$ cat config.mk
export PLATFORM = sky130hd
export DESIGN_NAME = dff_pipe
export DESIGN_NICKNAME = d
export VERILOG_FILES = /design/src/rtl/dff_pipe_pkg.sv /design/src/rtl/dff_pipe_stage.sv /design/src/rtl/dff_pipe.sv
export SDC_FILE = /design/constraint.sdc
export NUM_CORES = 1
export LEC_CHECK = 0
export CORE_AREA = 2 2 39 41
export DETAILED_ROUTE_END_ITERATION = 7
export DIE_AREA = 0 0 41 43
export PLACE_DENSITY = 0.34
export SLEW_MARGIN = 20
export SYNTH_ARGS = -nofsm -noshare
export SYNTH_HDL_FRONTEND = slang
export SYNTH_SLANG_ARGS = --single-unit
export TNS_END_PERCENT = 10
$ cat constraint.sdc
create_clock -name clk -period 0.9 [get_ports clk]
set_input_delay 0.225 -clock clk [delete_from_list [all_inputs] [get_ports clk]]
set_output_delay 0.225 -clock clk [all_outputs]
set_load 0.1 [all_outputs]
$ cat src/rtl/dff_pipe_pkg.sv
`default_nettype none
// ============================================================================
//  Module      : dff_pipe_pkg
//  Description : Shared types and helpers for the dff_pipe register pipeline:
//                occupancy-counter width function and per-stage control struct.
//  Revision    : 1.0  initial release
// ============================================================================
package dff_pipe_pkg;

    // Width of a counter able to hold 0..n inclusive.
    function automatic int occ_w(input int n);
        return (n < 1) ? 1 : $clog2(n + 1);
    endfunction

    // Per-stage control: stage holds a valid entry / stage may load this edge.
    typedef struct packed {
        logic vld;
        logic adv;
    } stage_ctl_t;

endpackage
`default_nettype wire

$ cat src/rtl/dff_pipe_stage.sv
`default_nettype none
// ============================================================================
//  Module      : dff_pipe_stage
//  Description : One pipeline slot: a valid bit (async-reset, sync-clear) and
//                a W-bit payload register, both updated on a shared load enable.
//  Revision    : 1.0  initial release
// ============================================================================
module dff_pipe_stage #(
    parameter int W = 1
) (
    input  logic         clk,
    input  logic         arst_n,
    input  logic         i_clr,
    input  logic         i_ld,
    input  logic         i_vld,
    input  logic [W-1:0] i_d,
    output logic         o_vld,
    output logic [W-1:0] o_q
);

    logic         r_vld;
    logic [W-1:0] r_dat;

    // Valid bit: cleared by reset or flush, otherwise follows the source on load.
    always_ff @(posedge clk or negedge arst_n) begin
        if (!arst_n) begin
            r_vld <= 1'b0;
        end else if (i_clr) begin
            r_vld <= 1'b0;
        end else if (i_ld) begin
            r_vld <= i_vld;
        end
    end

    // Payload carries no reset; its value is only meaningful while r_vld is set.
    always_ff @(posedge clk) begin
        if (i_ld) begin
            r_dat <= i_d;
        end
    end

    assign o_vld = r_vld;
    assign o_q   = r_dat;

endmodule
`default_nettype wire

$ cat src/rtl/dff_pipe.sv
`default_nettype none
// ============================================================================
//  Module      : dff_pipe
//  Description : N-stage, W-bit register pipeline with per-stage valid bits,
//                valid/ready flow control, bubble collapsing and sync flush.
//                Optional feature macro: DFF_PIPE_OCC_EN adds the registered
//                occupancy output occ and its consistency check.
//  Revision    : 1.0  initial release
// ============================================================================
module dff_pipe
    import dff_pipe_pkg::*;
#(
    parameter int W = 1,
    parameter int N = 2
) (
    input  logic                  clk,
    input  logic                  arst_n,
    input  logic                  flush,
    input  logic                  in_vld,
    input  logic [W-1:0]          in_d,
    output logic                  in_rdy,
    output logic                  out_vld,
    output logic [W-1:0]          out_q,
`ifdef DFF_PIPE_OCC_EN
    output logic [occ_w(N)-1:0]   occ,
`endif
    input  logic                  out_rdy
);

    stage_ctl_t   w_ctl [N];
    logic [N-1:0] w_vld;
    logic [W-1:0] w_q   [N];

    // Advance chain: a stage may load when the stage after it moves or when it
    // is empty, so bubbles are filled even while the output is stalled.
    always_comb begin
        for (int i = 0; i < N; i++) begin
            w_ctl[i].vld = w_vld[i];
            w_ctl[i].adv = 1'b0;
        end
        w_ctl[N-1].adv = out_rdy | ~w_ctl[N-1].vld;
        for (int i = N - 2; i >= 0; i--) begin
            w_ctl[i].adv = w_ctl[i+1].adv | ~w_ctl[i].vld;
        end
    end

    for (genvar g = 0; g < N; g++) begin : g_stage
        logic         w_src_vld;
        logic [W-1:0] w_src_d;

        if (g == 0) begin : g_head
            assign w_src_vld = in_vld;
            assign w_src_d   = in_d;
        end else begin : g_body
            assign w_src_vld = w_vld[g-1];
            assign w_src_d   = w_q[g-1];
        end

        dff_pipe_stage #(
            .W (W)
        ) u_stage (
            .clk    (clk),
            .arst_n (arst_n),
            .i_clr  (flush),
            .i_ld   (w_ctl[g].adv),
            .i_vld  (w_src_vld),
            .i_d    (w_src_d),
            .o_vld  (w_vld[g]),
            .o_q    (w_q[g])
        );
    end

    assign in_rdy  = w_ctl[0].adv & ~flush;
    assign out_vld = w_vld[N-1];
    assign out_q   = w_q[N-1];

`ifdef DFF_PIPE_OCC_EN
    localparam int c_OCC_W = occ_w(N);

    logic               w_in_xfer;
    logic               w_out_xfer;
    logic [c_OCC_W-1:0] r_occ;

    assign w_in_xfer  = in_vld & in_rdy;
    assign w_out_xfer = out_vld & out_rdy;

    // Occupancy: +1 per accepted entry, -1 per delivered entry, flush empties.
    always_ff @(posedge clk or negedge arst_n) begin
        if (!arst_n) begin
            r_occ <= '0;
        end else if (flush) begin
            r_occ <= '0;
        end else if (w_in_xfer && !w_out_xfer) begin
            r_occ <= r_occ + 1'b1;
        end else if (!w_in_xfer && w_out_xfer) begin
            r_occ <= r_occ - 1'b1;
        end
    end

    assign occ = r_occ;

    // The counter must always agree with the number of valid stages.
    a_occ_matches_vld: assert property (@(posedge clk) disable iff (!arst_n)
        r_occ == c_OCC_W'($countones(w_vld)));
`endif

endmodule
`default_nettype wire

==> results of run 1 <==
metal layers:
layer / global-route usage (%) / up-vias / part of all wire, %
met5: 0 / - / 0
met4: 8.00 / 0 / 0
met3: 4.71 / 0 / 17
met2: 5.00 / 11 / 38
met1: 5.88 / 53 / 44
li1: - / 66 / -
what timing repair did:
action                                  4_1_cts  5_1_grt
hold buffers                                  0        0
gates resized for setup                       2        0
endpoints found under the setup margin        7        6
pin swaps                                     1        0
logic make-up after synthesis:
family / after synthesis
AO/OA/AOI/OAI: 2
buffers and inverters: 2
flip-flops: 4
AND/OR/NAND/NOR: 3
sequential cells by signal (all words and copies together), names as in the netlist:
signal and count:
g_stage.u_stage.o_q 2, g_stage.u_stage.o_vld 2
cell usage in the layout, fill, tap and decap left out:
cell             n
clkbuf_1         1
nand3b_1         1
clkdlybuf4s50_1  4
nand2b_4         1
buf_4            3
dlygate4sd2_1    1
dfrtp_4          1
inv_1            2
clkbuf_4         3
nor2b_4          1
edfxtp_1         2
a21oi_1          2
buf_12           3
dfrtp_1          1
synthesized netlist by cell type:
library cell,n,share of area [%]
a21oi_1,2,6.8
dfrtp_1,2,34
edfxtp_1,2,41
inv_1,2,5.1
nand2b_1,1,4.2
nand3b_1,1,5.1
nor2b_1,1,4.2
critical path: cells and delay by family, from the launching register on:
| family | cells | cell delay (ps) |
|---|---|---|
| flops | 1 | 460 |
| simple gates | 2 | 280 |
| buf+inv | 1 | 180 |
layout make-up:
class | instances | area, µm² | share of cell area [%]
inverter | 2 | 7.51 | 2.18
sequential | 4 | 114 | 33.1
clock buffer | 4 | 26.3 | 7.64
tap | 16 | 20.0 | 5.82
multi-input combinational | 5 | 45.0 | 13.1
timing repair buffer | 11 | 131 | 38.2
power by group through the flow:
stage | sequential, W | combinational (W) | clock, W
final | 0.000212 | 0.000146 | 0.000244
after global routing | 0.000213 | 0.000152 | 0.000276
after CTS | 0.000212 | 0.000147 | 0.000257
after detailed placement | 0.000215 | 0.000145 | 0
after global placement | 0.000215 | 0.000145 | 0
after floorplan | 0.000256 | 0.0000298 | 0
per-stage QoR:
stage / area (µm²) / power [W] / setup TNS (ps) / hold slack [ps] / worst slack [ps]
finish: 344 / 0.000602 / -1090 / 162 / -477
global route: 344 / 0.000642 / -1270 / 153 / -536
CTS: 344 / 0.000616 / -1130 / 161 / -491
detailed placement: 312 / 0.000360 / -1490 / 412 / -481
global placement: 312 / 0.000360 / -1630 / 405 / -514
floorplan: 159 / 0.000286 / -1320 / -70.6 / -655
final timing paths:
kind / depth (start not counted) / end / slack, ps / startpoint
min in group clk: 3 / g_stage[1].u_stage.o_vld / 420 / out_rdy
hold / removal: 1 / g_stage[0].u_stage.o_vld / 160 / arst_n
max in group asynchronous: 1 / g_stage[1].u_stage.o_vld / 600 / arst_n
setup reg to reg: 2 / g_stage[0].u_stage.o_q / -70 / g_stage[1].u_stage.o_vld
hold reg to reg: 0 / g_stage[1].u_stage.o_q / 420 / g_stage[0].u_stage.o_q
setup / recovery: 3 / in_rdy / -480 / g_stage[1].u_stage.o_vld
==> impl_metrics.ini, run 1 <==
[sta]
hold_viol = 0
clock_skew_ps = 4.34
setup_viol = 5
rsz0062_at_grt = true
slew_headroom_pct = 91.4
timing.final.crit_share_pct = 153
worst_pin_slew_ps = 129
max_freq_ghz = 0.726
fin_crit_ps = 1380
setup_slack_ps = -477
slew_viol_final = 0

[final_layout]
stdcell_count = 42
utilization_pct = 24.9
finalNetCount = 33
fillers = 150
antennaDiodeCount = 0
layout-drive-gt1-share_pct = 46.2
synthToLayoutAreaGrowth_pct = 133

[outcome]
violations = negative setup slack
status = complete, but fails checks

[clocking]
cts.sinks = 4
numCtsBuffers = 3
htree_levels = 1
insertion_delay_ps = 240
post_cts_buffers = 0
tritoncts = done
path_clk_slew_ps = 40
clockBufferDepth = 2
root_buffer = clkbuf_4

[power]
power.share.sequential_pct = 35.2
max-vdd-ir-drop_v = 0.000534
pwr-share-comb_pct = 24.3
p_int_w = 0.000437
power_density_nw_per_um2 = 1750
p_clk_share_pct = 40.5
p_switching_w = 0.000165
p_leak_nw = 0.154
switching_share_pct = 27.3

[logic_synthesis]
yosys.cell_types.count = 7
synth_top_family_by_area = simple AND/OR/NAND/NOR gates
synth.area.mux_share_pct = 0
synthCells = 11
synth-seq-cells = 4
synth_adder_area_share_pct = 0
seq_area_frac_synth_pct = 74.6
ys_warn_count = 0
synth_area_per_cell_um2 = 13.4
synth_fp_nets = 17
yosys.area_share.simple_pct = 13.6
syn_area_um2 = 148
synth_compound_area_share_pct = 6.78
synth-xor-area-share_pct = 0

[worst_setup_path]
arrival_ps = 1150
cpPeakStageDelay_ps = 460
critPathKind = reg -> out
worst_setup_path_end_kind = primary output
path_cells = nand3b_1, nor2b_4, buf_12
crit_fanout = 2
cp_slowest_cell = dfrtp_4
cp.required_ps = 670
startpoint_type = register

[die]
die-width_um = 41
die_area_um2 = 1760
start_util_pct = 10.7
io_pins = 9
rows = 14
coreArea_um2 = 1380
die_h_um = 43

[routing]
firstDrtPassIters = 4
routed_via_density = 3.10
dr.first_iter.drc_count = 3
num_vias = 130
drc = 0
wl_per_cell_um = 7.24
ant_nets = 0
wirelength_um = 304

[global_routing]
grt-ovfl-total = 0
grt_pass1_vias = 131
grt_max_degree = 4
gr-usage-all-layers_pct = 5.55
grt_pass1_wl_um = 538
antenna_found_initial = 0

[place]
dp_cells = 38
dp_hpwl_um = 250
gp_congestion = 0.625
numPortBuffers = 8

[job]
cap_violations = 0

[worst_hold_path]
hold_path.class = in -> async
Note: power is estimated with default switching activity, not from simulation.
==> run 2: changes to the inputs <==
--- a/config.mk
+++ b/config.mk
@@ -5,9 +5,9 @@
 export SDC_FILE = /design/constraint.sdc
 export NUM_CORES = 1
 export LEC_CHECK = 0
-export CORE_AREA = 2 2 39 41
+export CORE_AREA = 10 10 47 49
 export DETAILED_ROUTE_END_ITERATION = 7
-export DIE_AREA = 0 0 41 43
+export DIE_AREA = 0 0 57 59
 export PLACE_DENSITY = 0.34
 export SLEW_MARGIN = 20
 export SYNTH_ARGS = -nofsm -noshare
==> run 2 against run 1 <==
  * The flow still finishes with violations (negative setup slack)
  * Final cell count did not move
  * Power about the same
  * Clock-buffer cell count did not move
  * Clock power is 2% lower
  * Flip-flop and latch count did not move
  * Hold slack got worse by 4.5 ps
  * Sequential power hardly changed
  * Setup slack gained 4.9 ps
  * First-iteration DRC count fell by 67%
==> impl_metrics.ini, run 2 (synthesis gave the netlist of run 1 again) <==
[global_routing]
grt-ovfl-total = 0
gr-usage-all-layers_pct = 2.72
grt_pass1_wl_um = 648
antenna_found_initial = 0
grt_max_degree = 4
grt_pass1_vias = 154

[clocking]
path_clk_slew_ps = 30
tritoncts = done
hold_buffers = 0
clockBufferDepth = 2
insertion_delay_ps = 240
root_buffer = clkbuf_4
htree_levels = 1
numCtsBuffers = 3
cts.sinks = 4

[outcome]
status = complete, but fails checks
violations = negative setup slack

[place]
placed_area_um2 = 312
gp_congestion = 0.588
dp_cells = 38
numPortBuffers = 8

[routing]
routed_via_density = 3.26
dr.first_iter.drc_count = 1
drc = 0
ant_nets = 0
wl_per_cell_um = 9.55
firstDrtPassIters = 4
wirelength_um = 401
num_vias = 137

[sta]
fin_crit_ps = 1370
setup_slack_ps = -472
slew_viol_final = 0
setup_viol = 5
hold_viol = 0
max_freq_ghz = 0.729
slew_headroom_pct = 91.2
rsz0062_at_grt = true
worst_pin_slew_ps = 132
timing.final.crit_share_pct = 152
clock_skew_ps = 5.88

[worst_setup_path]
arrival_ps = 1150
critPathKind = reg -> out
worst_setup_path_end_kind = primary output
r2r_slack_ps = -70
crit_fanout = 2
timing.rr.end = g_stage[0].u_stage.o_q
cp.required_ps = 670
reg2reg_from = g_stage[1].u_stage.o_vld
rr_worst_depth = 2
startpoint_type = register

[die]
die_h_um = 59
io_pins = 9
start_util_pct = 10.5
rows = 14
die_area_um2 = 3360
die-width_um = 57
coreArea_um2 = 1400

[final_layout]
finalNetCount = 33
layout_commonest_cell = clkdlybuf4s50_1
synthToLayoutAreaGrowth_pct = 136
antennaDiodeCount = 0
final_cell_mix = clkdlybuf4s50_1 (4), clkbuf_4 (3), buf_12 (3), buf_4 (3)
layout-drive-gt1-share_pct = 50.0
utilization_pct = 24.8
final_area_um2 = 348
stdcell_count = 42

[power]
p_leak_nw = 0.154
max-vdd-ir-drop_v = 0.000588
power_density_nw_per_um2 = 1730

[worst_hold_path]
hold_path.class = in -> async

[job]
cap_violations = 0
==> run 2: cell types whose count changed in the layout (fill, tap and decap cells not counted) <==
cell and change:
a21oi_1 -1, a21oi_2 +1
==> run 2: final cells by class <==
cell class | instances | area [µm²]
inverters | 2 | 7.51
repair buffers | 11 | 131
well taps | 16 | 20.0
flip-flops and latches | 4 | 114
fillers | 161 | 1050
clock buffers | 4 | 26.3
multi-input cells | 5 | 48.8
==> run 2: layer usage <==
metal / vias to the layer above / global-route usage, % / share of wire [%]
li1: 66 / - / -
met1: 58 / 2.37 / 37
met2: 11 / 3.10 / 35
met3: 2 / 3.65 / 24
met4: 0 / 2.01 / 3.2
met5: - / 0 / 0
==> run 2: per-stage QoR <==
step           setup TNS (ps)  total power (W)  hold WS [ps]  setup slack, ps
2_1_floorplan           -1320         0.000286         -70.6             -655
3_3_place_gp            -1540         0.000362           395             -490
3_5_place_dp            -1570         0.000362           400             -484
4_1_cts                 -1140         0.000617           151             -489
5_1_grt                 -1250         0.000634           154             -527
6_report                -1090         0.000602           157             -472
==> run 2: timing repair <==
item	4_1_cts	5_1_grt
pin swaps	2	0
resized for setup	3	0
endpoints found under the setup margin	7	5
gates cloned	0	0
setup buffers	0	0
==> run 2: power breakdown <==
group | switching [W] | internal [W]
Combinational | 0.0000840 | 0.0000649
Clock | 0.0000736 | 0.000166
Sequential | 0.00000618 | 0.000207
Total | 0.000164 | 0.000438
==> run 2: critical path, cell delays in order (launching register included) <==
cell and delay, ps:
dfrtp_4 460, nand3b_1 110, nor2b_4 170, buf_12 180
==> run 2: worst max-delay path by stage <==
| stage | end | cells past startpoint | slack [ps] | start |
|---|---|---|---|---|
| 2_1_floorplan | in_rdy | 2 | -650 | g_stage[1].u_stage.o_vld |
| 3_3_place_gp | in_rdy | 4 | -490 | out_rdy |
| 3_5_place_dp | in_rdy | 4 | -480 | out_rdy |
| 4_1_cts | in_rdy | 3 | -490 | g_stage[1].u_stage.o_vld |
| 5_1_grt | in_rdy | 3 | -530 | g_stage[1].u_stage.o_vld |
| 6_report | in_rdy | 3 | -470 | g_stage[1].u_stage.o_vld |
